$ cat src/rtl/matmul_nxn_stream.sv
// Streaming NxN matrix multiplier: loads A then B row-major, runs one MAC per
// cycle over (i, j, k), then drains C row-major through a valid/ready port.
// C is kept between operations so a later run can accumulate onto it.
module matmul_nxn_stream #(
  parameter int N      = 4,
  parameter int DW     = 8,
  parameter int SIGNED = 0,
  parameter int CW     = 2*DW + $clog2(N)
) (
  input  logic          clk,
  input  logic          rst,
  input  logic          start,
  input  logic          acc_en,
  input  logic          in_valid,
  output logic          in_ready,
  input  logic [DW-1:0] in_data,
  output logic          out_valid,
  input  logic          out_ready,
  output logic [CW-1:0] out_data,
  output logic          out_last,
  output logic          busy,
  output logic          done
);

  localparam int NN = N*N;
  localparam int AW = $clog2(NN);
  localparam int IW = $clog2(N);
  localparam int LW = $clog2(2*NN);

  localparam logic [IW-1:0] NM1     = IW'(N-1);
  localparam logic [AW-1:0] NA      = AW'(N);
  localparam logic [AW-1:0] NN_LAST = AW'(NN-1);
  localparam logic [LW-1:0] LD_B    = LW'(NN);
  localparam logic [LW-1:0] LD_LAST = LW'(2*NN-1);

  typedef enum logic [1:0] {IDLE, LOAD, MAC, DRAIN} state_t;
  state_t state, state_nx;

  logic [NN-1:0][DW-1:0] a_mem, b_mem;
  logic [NN-1:0][CW-1:0] c_mem;

  logic [LW-1:0] ld_cnt;
  logic [IW-1:0] mi, mj, mk;
  logic [AW-1:0] out_cnt;
  logic          acc_en_q;
  logic [CW-1:0] acc;

  logic          in_fire, out_fire, load_last, mac_last;
  logic [AW-1:0] a_addr, b_addr, c_addr;
  logic [DW-1:0] a_op, b_op;
  logic [CW-1:0] a_ext, b_ext, prod, seed, acc_sum;

  assign in_fire   = in_valid & in_ready;
  assign out_fire  = out_valid & out_ready;
  assign load_last = in_fire && (ld_cnt == LD_LAST);
  assign mac_last  = (mi == NM1) && (mj == NM1) && (mk == NM1);

  // Operand/result addressing for the current (i, j, k) step
  always_comb begin
    a_addr = mi * NA + AW'(mk);
    b_addr = mk * NA + AW'(mj);
    c_addr = mi * NA + AW'(mj);
    a_op   = a_mem[a_addr];
    b_op   = b_mem[b_addr];
  end

  // Extend operands to CW first; the low CW bits of the product then equal
  // the 2*DW product extended to CW, and the sum wraps modulo 2^CW.
  generate
    if (SIGNED != 0) begin : g_ext
      assign a_ext = {{(CW-DW){a_op[DW-1]}}, a_op};
      assign b_ext = {{(CW-DW){b_op[DW-1]}}, b_op};
    end else begin : g_ext
      assign a_ext = {{(CW-DW){1'b0}}, a_op};
      assign b_ext = {{(CW-DW){1'b0}}, b_op};
    end
  endgenerate

  // Accumulator seed on k=0 is either the stored C element or zero
  always_comb begin
    prod    = a_ext * b_ext;
    seed    = acc_en_q ? c_mem[c_addr] : '0;
    acc_sum = ((mk == '0) ? seed : acc) + prod;
  end

  // State register
  always_ff @(posedge clk) begin
    if (rst) state <= IDLE;
    else     state <= state_nx;
  end

  // Next-state and handshake outputs; start is only honoured in IDLE
  always_comb begin
    state_nx  = state;
    in_ready  = 1'b0;
    out_valid = 1'b0;
    out_last  = 1'b0;
    out_data  = c_mem[out_cnt];
    busy      = (state != IDLE);
    case (state)
      IDLE:  if (start) state_nx = LOAD;
      LOAD: begin
        in_ready = 1'b1;
        if (load_last) state_nx = MAC;
      end
      MAC:   if (mac_last) state_nx = DRAIN;
      DRAIN: begin
        out_valid = 1'b1;
        out_last  = (out_cnt == NN_LAST);
        if (out_fire && out_last) state_nx = IDLE;
      end
      default: state_nx = IDLE;
    endcase
  end

  // Operand capture; A and B need no reset since every run reloads them
  always_ff @(posedge clk) begin
    if (state == LOAD && in_fire) begin
      if (ld_cnt < LD_B) a_mem[AW'(ld_cnt)]        <= in_data;
      else               b_mem[AW'(ld_cnt - LD_B)] <= in_data;
    end
  end

  // Counters, accumulator, C storage and the done pulse
  always_ff @(posedge clk) begin
    if (rst) begin
      ld_cnt   <= '0;
      mi       <= '0;
      mj       <= '0;
      mk       <= '0;
      out_cnt  <= '0;
      acc_en_q <= 1'b0;
      acc      <= '0;
      c_mem    <= '0;
      done     <= 1'b0;
    end else begin
      done <= 1'b0;
      case (state)
        IDLE: if (start) begin
          acc_en_q <= acc_en;
          ld_cnt   <= '0;
          mi       <= '0;
          mj       <= '0;
          mk       <= '0;
          out_cnt  <= '0;
        end
        LOAD: if (in_fire) ld_cnt <= ld_cnt + LW'(1);
        MAC: begin
          acc <= acc_sum;
          if (mk == NM1) begin
            c_mem[c_addr] <= acc_sum;
            mk <= '0;
            if (mj == NM1) begin
              mj <= '0;
              mi <= (mi == NM1) ? '0 : mi + IW'(1);
            end else begin
              mj <= mj + IW'(1);
            end
          end else begin
            mk <= mk + IW'(1);
          end
        end
        DRAIN: if (out_fire) begin
          if (out_last) done <= 1'b1;
          else          out_cnt <= out_cnt + AW'(1);
        end
        default: ;
      endcase
    end
  end

endmodule

$ cat config.mk
export PLATFORM = sky130hd
export DESIGN_NAME = matmul_nxn_stream
export DESIGN_NICKNAME = d
export VERILOG_FILES = /design/src/rtl/matmul_nxn_stream.sv
export SDC_FILE = /design/constraint.sdc
export NUM_CORES = 1
export LEC_CHECK = 0
export CAP_MARGIN = 20
export CORE_ASPECT_RATIO = 0.8
export CORE_MARGIN = 1
export CORE_UTILIZATION = 53
export CTS_CLUSTER_DIAMETER = 50
export CTS_CLUSTER_SIZE = 24
export DETAILED_ROUTE_END_ITERATION = 7
export PLACE_DENSITY = 0.71
export SKIP_LAST_GASP = 1
export SYNTH_ARGS = -nofsm -noshare
export SYNTH_HDL_FRONTEND = slang
export SYNTH_SLANG_ARGS = --single-unit
$ cat constraint.sdc
create_clock -name clk -period 9.15 [get_ports clk]
set_input_delay 1.83 -clock clk [delete_from_list [all_inputs] [get_ports clk]]
set_output_delay 1.83 -clock clk [all_outputs]
set_load 0.005 [all_outputs]
# Word level (Yosys, flattened, before mapping)
# Cells that the tools add are included.
# word_totals
input_bits	14
ff_bits	581
out_inout_bits	23
wordCells	170
# op_classes
muxes	45
magnitude_cmp	10
mul	1
eq_ne	17
n_addsub	10
bitwise_logic	5
reduce_logical	25
# op_table
op	count
288-bit bitwise mux	1
128-bit bitwise mux	2
18-bit binary-select mux with 4-bit select	2
18-bit 2-to-1 mux	5
18-bit demux with 4-bit select	1
8-bit binary-select mux with 4-bit select	2
8-bit demux with 4-bit select	2
8-bit 2-to-1 mux	4
4-bit by 5-bit < comparator with 1-bit output (second input constant)	6
2-bit 2-to-1 mux	11
18-bit by 16-bit adder with 18-bit output	1
2-bit inequality test (second input constant)	9
8-bit by 8-bit multiplier with 16-bit output	1
4-bit by 2-bit adder with 4-bit output	3
4-bit by 1-bit greater-or-equal comparator with 1-bit output (second input constant)	3
4-bit 2-to-1 mux	3
2-bit case mux with 2 select lines	3
4-bit AND reduction	3
2-bit == test (second input constant)	5
5-bit 2-to-1 mux	2
5-bit case mux with 2 select lines	1
2-bit AND reduction	5
1-bit logical AND	8
2-bit case mux with 4 select lines	1
16 further kinds	29

# Logic depth before layout (Yosys ltp)
# Gate-level depths: netlist of the first run.
# depth
ltp_word	7
depth_mapped	27
mapped_depth_nobuf	19

# Worst setup path before layout of the first run
# OpenSTA, ideal clock, no wires.
# synth_timing
kind	register to register
start	register mk[0]
end	register acc[15]
setup_slack_ps	2383
required_time_ps	9012
period_less_slack_ps	6767
arrival_time_ps	6629
stages_incl_launch_ff	24
setup_time_ps	138
path_cell_list	dfxtp_1 > clkbuf_1 > buf_1 > mux4_2 > mux4_2 > and2_1 > fa_1 > inv_1 > fa_1 > inv_1 > fa_1 > inv_1 > fa_1 > inv_1 > ha_1 > a21oi_1 > o211ai_1 > a31oi_1 > o21ba_2 > clkbuf_1 > o21a_1 > clkbuf_1 > clkbuf_1 > o221ai_1
# synth_via
elab_chain_len	5
elab_cells_between_ends	10
classes_between	3 x add/sub; 1 x mul; 5 x mux; 1 x reduce/logical
# synth_rtl
element	line	rtl
from (decl)	43	logic [IW-1:0] mi, mj, mk;
from (signal assigned)	160	mk <= mk + IW'(1);
4-bit by 2-bit adder with 4-bit output, on equally long branches	60, 61	
8-bit binary-select mux with 4-bit select, on equally long branches	63, 64	
8-bit 2-to-1 mux, on equally long branches	63, 64	
8-bit by 8-bit multiplier with 16-bit output	81	prod = a_ext * b_ext;
18-bit by 16-bit adder with 18-bit output *	83	acc_sum = ((mk == '0) ? seed : acc) + prod;
to (signal assigned)	149	acc <= acc_sum;
to (decl)	46	logic [CW-1:0] acc;
# Mark *: on every way between the ends. The rest lies on a longest branch, timed or not. The select of a mux whose other input is x is not followed.
# A chain may end at the register's enable or synchronous reset.

# Worst setup path after layout of the first run
# layout_timing
start	register mj[0]
end	register acc[11]
# layout_via
elab_chain_len	6
elab_cells_between_ends	10
classes_between	3 x add/sub; 1 x mul; 6 x mux
# layout_rtl
element	line	rtl
from (decl)	43	
from (signal assigned)	157	mj <= mj + IW'(1);
branches (longest 5 deep; another with 8-bit by 8-bit multiplier with 16-bit output)	--	
18-bit by 16-bit adder with 18-bit output *	83	
# Mark *: on every way between the ends. The select of a mux whose other input is x is not followed.

==> results.txt, run 1 <==
----------------------------------------------------
[STA]
  Max Clock Skew ... just under 50 ps
  Setup repair after global routing missed its margin ... false
  Pins over their slew limit ... 0
  Setup WS post-layout ... 1800 ps
  Maximum clock frequency ... around 140 MHz
  Max_slew headroom ... 0.215
  Final count of negative-setup-slack endpoints ... 0
  Hold violation total from the final report ... 0
  Minimum clock period after layout ... between 7000 and 8000 ps
  Post-Route Setup TNS ... 0 ps
  Slew at the pin closest to its max-slew limit ... approximately 1200 ps
  Period utilization ... 0.804

[Logic synthesis]
  Summed instance area of the synthesized netlist ... around 30000 sq um
  Number of cells produced by synthesis ... about 2.6k
  Cell accounting for the most synthesized area ... edfxtp_1
  Post-synthesis sequential element count ... about 580
  Yosys Warn Count ... 0
  Synth Net Count ... approximately 2.8k
  Sequential-to-total area share from yosys stat ... 0.473
  Area share of the leading cell type in the synthesized netlist ... 0.256
  Synth async-reset ratio ... 0
  Synth top cells by count ... 487 x nand2_1, 325 x dfxtp_1, 260 x mux4_2
  Top FF cell, synth ... dfxtp_1
  Most instantiated library cell after synthesis ... nand2_1
  Cell types occupying the most area after synthesis ... edfxtp_1 26%, dfxtp_1 22%, mux4_2 20%
  Distinct cell type count after synthesis ... 50
  Number of synthesized flops with an enable pin ... about 260
  Mean instance size in the synthesized netlist ... approximately 11 sq um

[Placed design]
  Instance count after placement with tap cells included ... about 3.3k
  Total half-perimeter wirelength after legalization and detailed placement ... roughly 55000 um
  Gpl congestion ... a little over 0.9
  Placement Setup Slack ... approximately 1800 ps
  I/O Buffers ... 36

[Clock network]
  CTS H-Tree Depth ... 2
  Hold-fix buffer count after cts ... 0
  Post-CTS resize count ... 0
  Number of setup buffers added after CTS ... 0
  CTS Sinks ... around 580
  Clk Tree Root Cell ... clkbuf_16
  Maximum number of buffers from clock root to sink ... 3
  CTS tree ... done
  Worst-skew pair later-pin latency ... between 600 and 700 ps
  Clock-pin slew on the worst setup and hold paths ... about 90 ps
  Clock buffer count from CTS ... 43

[Layout]
  Net count of the finished layout ... 2691
  Ant. Diodes ... 0
  Area delta synth->final ... 8.79%
  Layout cell share with drive strength beyond 1 ... 0.167
  Layout Cells excl Fill ... 3348

[Drt]
  DRC marker count from the first detailed-route iteration ... roughly 3.0k
  Remaining design rule violation count ... 0
  Total detailed-routing wirelength ... slightly below 90000 um
  Post-detailed-route count of antenna-violating nets ... 0
  Initial DRT Pass Iterations ... 8
  Amount of wire on met3 after detailed routing ... 11500 um
  Highest routing layer actually used ... met4
  Metal-1 WL ... about 34000 um
  Per-cell via count in the routed design ... ~6.6
  Routed length on met2 ... 39700 um
  Wire length per cell ... 26.5 um
  Total via count in the routed design ... 22.2k

[Die]
  Floorplan die width ... 268 um
  Core footprint ... ~56000 sq um
  DIE AREA ... about 58000 sq um
  Initial cell density of the core ... 0.540
  Num ports ... 37
  Floorplan row count ... between 70 and 80
  Die Y ... 215 um

[Pwr]
  Combinational cell fraction of total power ... 0.501
  Power per Cell Area ... 302 nW/um^2
  Largest vdd supply drop ... about 750 uV
  Static Leakage ... a little over 10 nW
  Net switching power ... 4.74 mW
  Switching portion of total power ... 0.481
  Internal power component ... 5.11 mW
  Clock power frac ... 0.211
  Relative contribution of sequential cells to total power ... 0.289

[Worst setup path]
  Data arrival at the endpoint of the critical path ... about 8000 ps
  Biggest cell delay along the critical path ... 700 ps
  Crit path max-delay family ... adder cells
  Setup Crit Path Kind ... flip-flop to flip-flop
  Buf/Inv on CP ... 5
  Crit path max-delay cell type ... dfxtp_4
  Worst EP required ... around 9600 ps
  Worst Setup End Kind ... flip-flop
  Startpoint type of the worst setup path ... flip-flop
  Crit Path Max Fanout ... 26
  CP cell instances ... buf_4, mux4_2, mux4_2, and2_1, fa_1, inv_1, fa_1, inv_1, fa_1, inv_1, fa_1, inv_1, ha_1, a21oi_1, o21ai_0, a21oi_1, o21a_1, o21a_1, o221ai_1

[GRT]
  Largest net degree at the start of global routing ... approximately 150
  Vias in the first global route ... ~22k
  Wire length of the first global-routing pass ... around 130000 um
  Leftover overflow at the end of global routing ... 0
  Aggregate global-route resource usage ... 0.312
  Number of antenna violations at the first check in global routing ... 0

[Flow run]
  Number of maximum-capacitance constraint violations ... 0

[Run status]
  Run status ... finished, final reports clean

[Min path]
  HP Class ... flip-flop to flip-flop

----------------------------------------------------
## per-stage QoR
step | total power, mW | utilization | hold WS [ps] | instance area, sq um
after floorplan | 6.19 | - | 423 | 30000
after global placement | 7.57 | 0.556 | 439 | 30900
after CTS | 9.71 | 0.584 | 461 | 32400
after detailed placement | 7.67 | 0.557 | 448 | 30900
final | 9.85 | 0.587 | 470 | 32700
after global routing | 10.3 | 0.587 | 485 | 32700
## cell type report
type / count / area (sq um)
clock inverter: 31 / 418
tap: 750 / 938
sequential: 581 / 14200
clock buffer: 45 / 1090
fill: 4382 / 22900
timing repair buffer: 110 / 1040
multi-input combinational: 1717 / 14500
inverter: 114 / 428
## cells by family (layout without fill, tap and decap cells)
kind of cell / Yosys count / in the layout / synth area share
AO/OA/AOI/OAI: 443 / 443 / 0.0898
XOR/XNOR: 13 / 13 / 0.00404
adder cells (fa/ha/maj): 110 / 110 / 0.0584
buffers and inverters: 343 / 300 / 0.0435
flip-flops: 581 / 581 / 0.473
multiplexers: 273 / 273 / 0.199
AND/OR/NAND/NOR: 878 / 878 / 0.132
## path summary, 6_finish.rpt
path,from,to,slack (ps),cells after the start
setup / recovery,mj[0],acc[11],1800,19
hold / removal,c_mem[181],c_mem[181],470,2
setup reg to reg,mj[0],acc[11],1800,19
hold reg to reg,c_mem[181],c_mem[181],470,2
## per-layer routing
layer  GRT usage  vias to the layer above
li1            -                     9432
met1       0.448                    11200
met2       0.464                     1386
met3      0.0721                      238
met4       0.113                        0
met5           0                        -
## power by group through the flow
stage | combinational, mW | sequential [mW] | clock (mW)
finish | 4.93 | 2.85 | 2.07
global route | 5.30 | 2.86 | 2.18
CTS | 4.78 | 2.85 | 2.08
detailed placement | 4.75 | 2.91 | 0
global placement | 4.67 | 2.91 | 0
floorplan | 3.37 | 2.82 | 0
## registers in the layout (all words and copies together), names as in the netlist, 2 cells and up
| signal | flops |
|---|---|
| a_mem | 128 |
| mi | 2 |
| state | 2 |
| mk | 2 |
| ld_cnt | 5 |
| c_mem | 288 |
| acc | 18 |
| out_cnt | 4 |
| b_mem | 128 |
| mj | 2 |
## placed cells by master (no fill, tap or decap), types with 59 or more instances in the layout
master,instances
o211ai_1,100
nor2_1,154
ha_1,59
inv_1,109
dfxtp_1,317
mux4_2,260
nand2_1,487
a21oi_1,199
buf_4,62
edfxtp_1,256
nand3b_1,96
## tightest hold or removal path, cell delays in order, from the launching register on
cell and delay [ps]:
dfxtp_1 320, nand2_1 50, a21oi_1 50
(Power assumes the default switching activity.)
==> inputs of run 2 (changes only) <==
--- a/config.mk
+++ b/config.mk
@@ -12,7 +12,7 @@
 export CTS_CLUSTER_DIAMETER = 50
 export CTS_CLUSTER_SIZE = 24
 export DETAILED_ROUTE_END_ITERATION = 7
-export PLACE_DENSITY = 0.71
+export PLACE_DENSITY = 0.74
 export SKIP_LAST_GASP = 1
 export SYNTH_ARGS = -nofsm -noshare
 export SYNTH_HDL_FRONTEND = slang
==> constraint.sdc (replaced) <==
create_clock -name clk -period 6.05 [get_ports clk]
set_input_delay 1.21 -clock clk [delete_from_list [all_inputs] [get_ports clk]]
set_output_delay 1.21 -clock clk [all_outputs]
set_load 0.005 [all_outputs]
==> run 2 against run 1 <==
- via count rose by 1.5%
- first-iteration DRC count rose by 5.2%
- maximum frequency rose by 22%
- sequential share of layout area fell by 1.4 points
- cell count rose by 2.2%
- clock skew rose by 1.8 ps
- register-to-register slack got worse by 1800 ps
- clock power rose by 54%
- global-route usage fell by 0.57 points
- design area rose by 3.3%
- count of clock-buffer cells in the layout rose by 1
- combinational power rose by 83%
- critical endpoint is now c_mem[86]
- largest power group unchanged
==> results.txt, run 2 (synthesized netlist as in run 1, its figures left out) <==
----------------------------------------------------
[STA]
  Max Clock Skew ... 50.1 ps (+1.78 ps)
  Minimum clock period after layout ... 6010 ps (-1350 ps)
  Max_slew headroom ... 0.150 (-0.0655)
  Slew at the pin closest to its max-slew limit ... 1270 ps (+97.8 ps)
  Setup WS post-layout ... 44.7 ps (-1750 ps)
  Maximum clock frequency ... 167 MHz (+22%)
  Setup repair after global routing missed its margin ... true
  Final count of negative-setup-slack endpoints ... 0 (unchanged)
  Period utilization ... 0.993 (+0.189)
  Pins over their slew limit ... 0 (unchanged)
  Final Hold Slack ... 469 ps (-1.76 ps)
  Hold violation total from the final report ... 0 (unchanged)

[Flow run]
  Number of maximum-capacitance constraint violations ... 0 (unchanged)

[GRT]
  Leftover overflow at the end of global routing ... 0 (unchanged)
  Aggregate global-route resource usage ... 0.306 (-0.00567)
  Wire length of the first global-routing pass ... 133000 um (-1.3%)
  Number of antenna violations at the first check in global routing ... 1 (+1)
  Largest net degree at the start of global routing ... 181 (+22%)
  Vias in the first global route ... 22.0k (+1.7%)

[Drt]
  Per-cell via count in the routed design ... 6.60 (-0.65%)
  Wire length per cell ... 26.0 um (-1.8%)
  Total detailed-routing wirelength ... 89000 um (+0.35%)
  DRC marker count from the first detailed-route iteration ... 3140 (+5.2%)
  Initial DRT Pass Iterations ... 6 (-2)
  Remaining design rule violation count ... 0 (unchanged)
  Post-detailed-route count of antenna-violating nets ... 0 (unchanged)
  Total via count in the routed design ... 22.6k (+1.5%)

[Placed design]
  Total half-perimeter wirelength after legalization and detailed placement ... 55200 um (+0.47%)
  Placed Instance Area ... 31500 sq um (+1.9%)
  Instance count after placement with tap cells included ... 3312 (+1.6%)
  Placement Setup Slack ... -24.7 ps (-1850 ps)
  Gpl congestion ... 0.890 (-2.4%)
  I/O Buffers ... 36 (unchanged)

[Pwr]
  Largest vdd supply drop ... 1150 uV (+54%)
  Power per Cell Area ... 488 nW/um^2 (+62%)
  Static Leakage ... 10.8 nW (+4.9%)

[Min path]
  Min-delay src ... acc[17]
  HP Class ... flip-flop to flip-flop

[Layout]
  Layout Cells excl Fill ... 3420 (+2.2%)
  End-of-flow core utilization ... 0.607 (+0.0192)
  Largest register FFs ... 288 (unchanged)
  Top reg by flops ... c_mem
  Final Cell Area ... 33700 sq um (+3.3%)
  Number of filler cells placed in the layout ... 4277 (-2.4%)
  Leading cell types in the layout, fill and taps excluded ... 485 x nand2_1, 317 x dfxtp_1, 260 x mux4_2
  Footprint of the multi-input gates ... 14700 sq um (+1.3%)
  Registers with the highest flip-flop counts ... c_mem: 288 flops, a_mem: 128 flops, b_mem: 128 flops
  Net count of the finished layout ... 2760 (+2.6%)
  Most common library cell in the layout ignoring fill and taps ... nand2_1
  Sequential Area ... 14200 sq um (about the same)
  Layout cell share with drive strength beyond 1 ... 0.200 (+0.0326)
  Area delta synth->final ... 12.3%
  Ant. Diodes ... 0 (unchanged)

[Clock network]
  Clock buffer count from CTS ... 44 (+2.3%)
  Clk Tree Root Cell ... clkbuf_16
  Clock-pin slew on the worst setup and hold paths ... 90 ps (about the same)
  CTS Sinks ... 581 (unchanged)
  CTS H-Tree Depth ... 2 (unchanged)
  Worst-skew pair later-pin latency ... 620 ps (about the same)
  Maximum number of buffers from clock root to sink ... 3 (unchanged)
  CTS tree ... done

[Worst setup path]
  Beginning of the critical path ... mj[0]
  Worst Setup End Kind ... flip-flop
  Worst EP required ... 6560 ps (-3050 ps)
  Launch point of the worst reg-to-reg path ... mj[0]
  Crit Path Max Fanout ... 8 (-69%)
  Startpoint type of the worst setup path ... flip-flop
  Setup Crit Path Kind ... flip-flop to flip-flop
  Data arrival at the endpoint of the critical path ... 6510 ps (-1300 ps)

[Die]
  Floorplan row count ... 77 (unchanged)
  Floorplan die width ... 268 um (unchanged)
  Num ports ... 37 (unchanged)
  Core footprint ... 55600 sq um (unchanged)
  Die Y ... 215 um (unchanged)
  Initial cell density of the core ... 0.540 (unchanged)
  DIE AREA ... 57600 sq um (unchanged)

[Run status]
  Run status ... finished, final reports clean

----------------------------------------------------
## run 2: worst paths after layout
check | to | slack, ps | cells after the start
max | c_mem[86] | 40 | 18
min | acc[17] | 470 | 2
max reg2reg | c_mem[86] | 40 | 18
min reg2reg | acc[17] | 470 | 2
## run 2: where the power goes
part | switching (mW) | internal (mW) | total (mW)
logic | 6.07 | 2.94 | 9.01
registers | 0.0971 | 4.15 | 4.25
clock network | 1.62 | 1.57 | 3.18
total | 7.79 | 8.66 | 16.4
## run 2: area by class of cell
cell class,count,area share
Clock buffer,46,0.0341
Clock inverter,34,0.0122
Inverter,114,0.0127
Multi-Input combinational cell,1719,0.436
Sequential cell,581,0.422
Tap cell,750,0.0278
Timing Repair Buffer,176,0.0552
## run 2: what timing repair did
action | 4_1_cts | 5_1_grt
pin swaps | 0 | 8
setup endpoints to repair | 50 | 122
setup buffers | 0 | 12
gates resized for setup | 4 | 43
cloned | 0 | 8
hold buffers | 0 | 0
## run 2: worst max-delay path, stage by stage (launching register included)
cell and delay, ps:
dfxtp_4 390, buf_12 140, buf_12 140, mux4_2 530, mux4_2 540, buf_4 190, and2_1 150, fa_1 490
fa_1 490, inv_1 50, fa_1 460, fa_1 500, inv_1 50, ha_2 380, and3_4 220, nand2_2 120
o2111ai_4 310, or3b_4 510, o21ai_0 210
## run 2: metrics by stage
step           power (mW)  TNS, ps
6_report             16.4        0
5_1_grt              17.1     -573
4_1_cts              15.5        0
3_5_place_dp         12.3     -112
3_3_place_gp         12.2        0
2_1_floorplan        9.43        0
## run 2: routing by layer
layer	part of all wire	vias to the layer above	track usage
met5	0.00021	-	0
met4	0.042	2	0.124
met3	0.13	282	0.0693
met2	0.45	1486	0.453
met1	0.38	11200	0.438
li1	-	9608	-
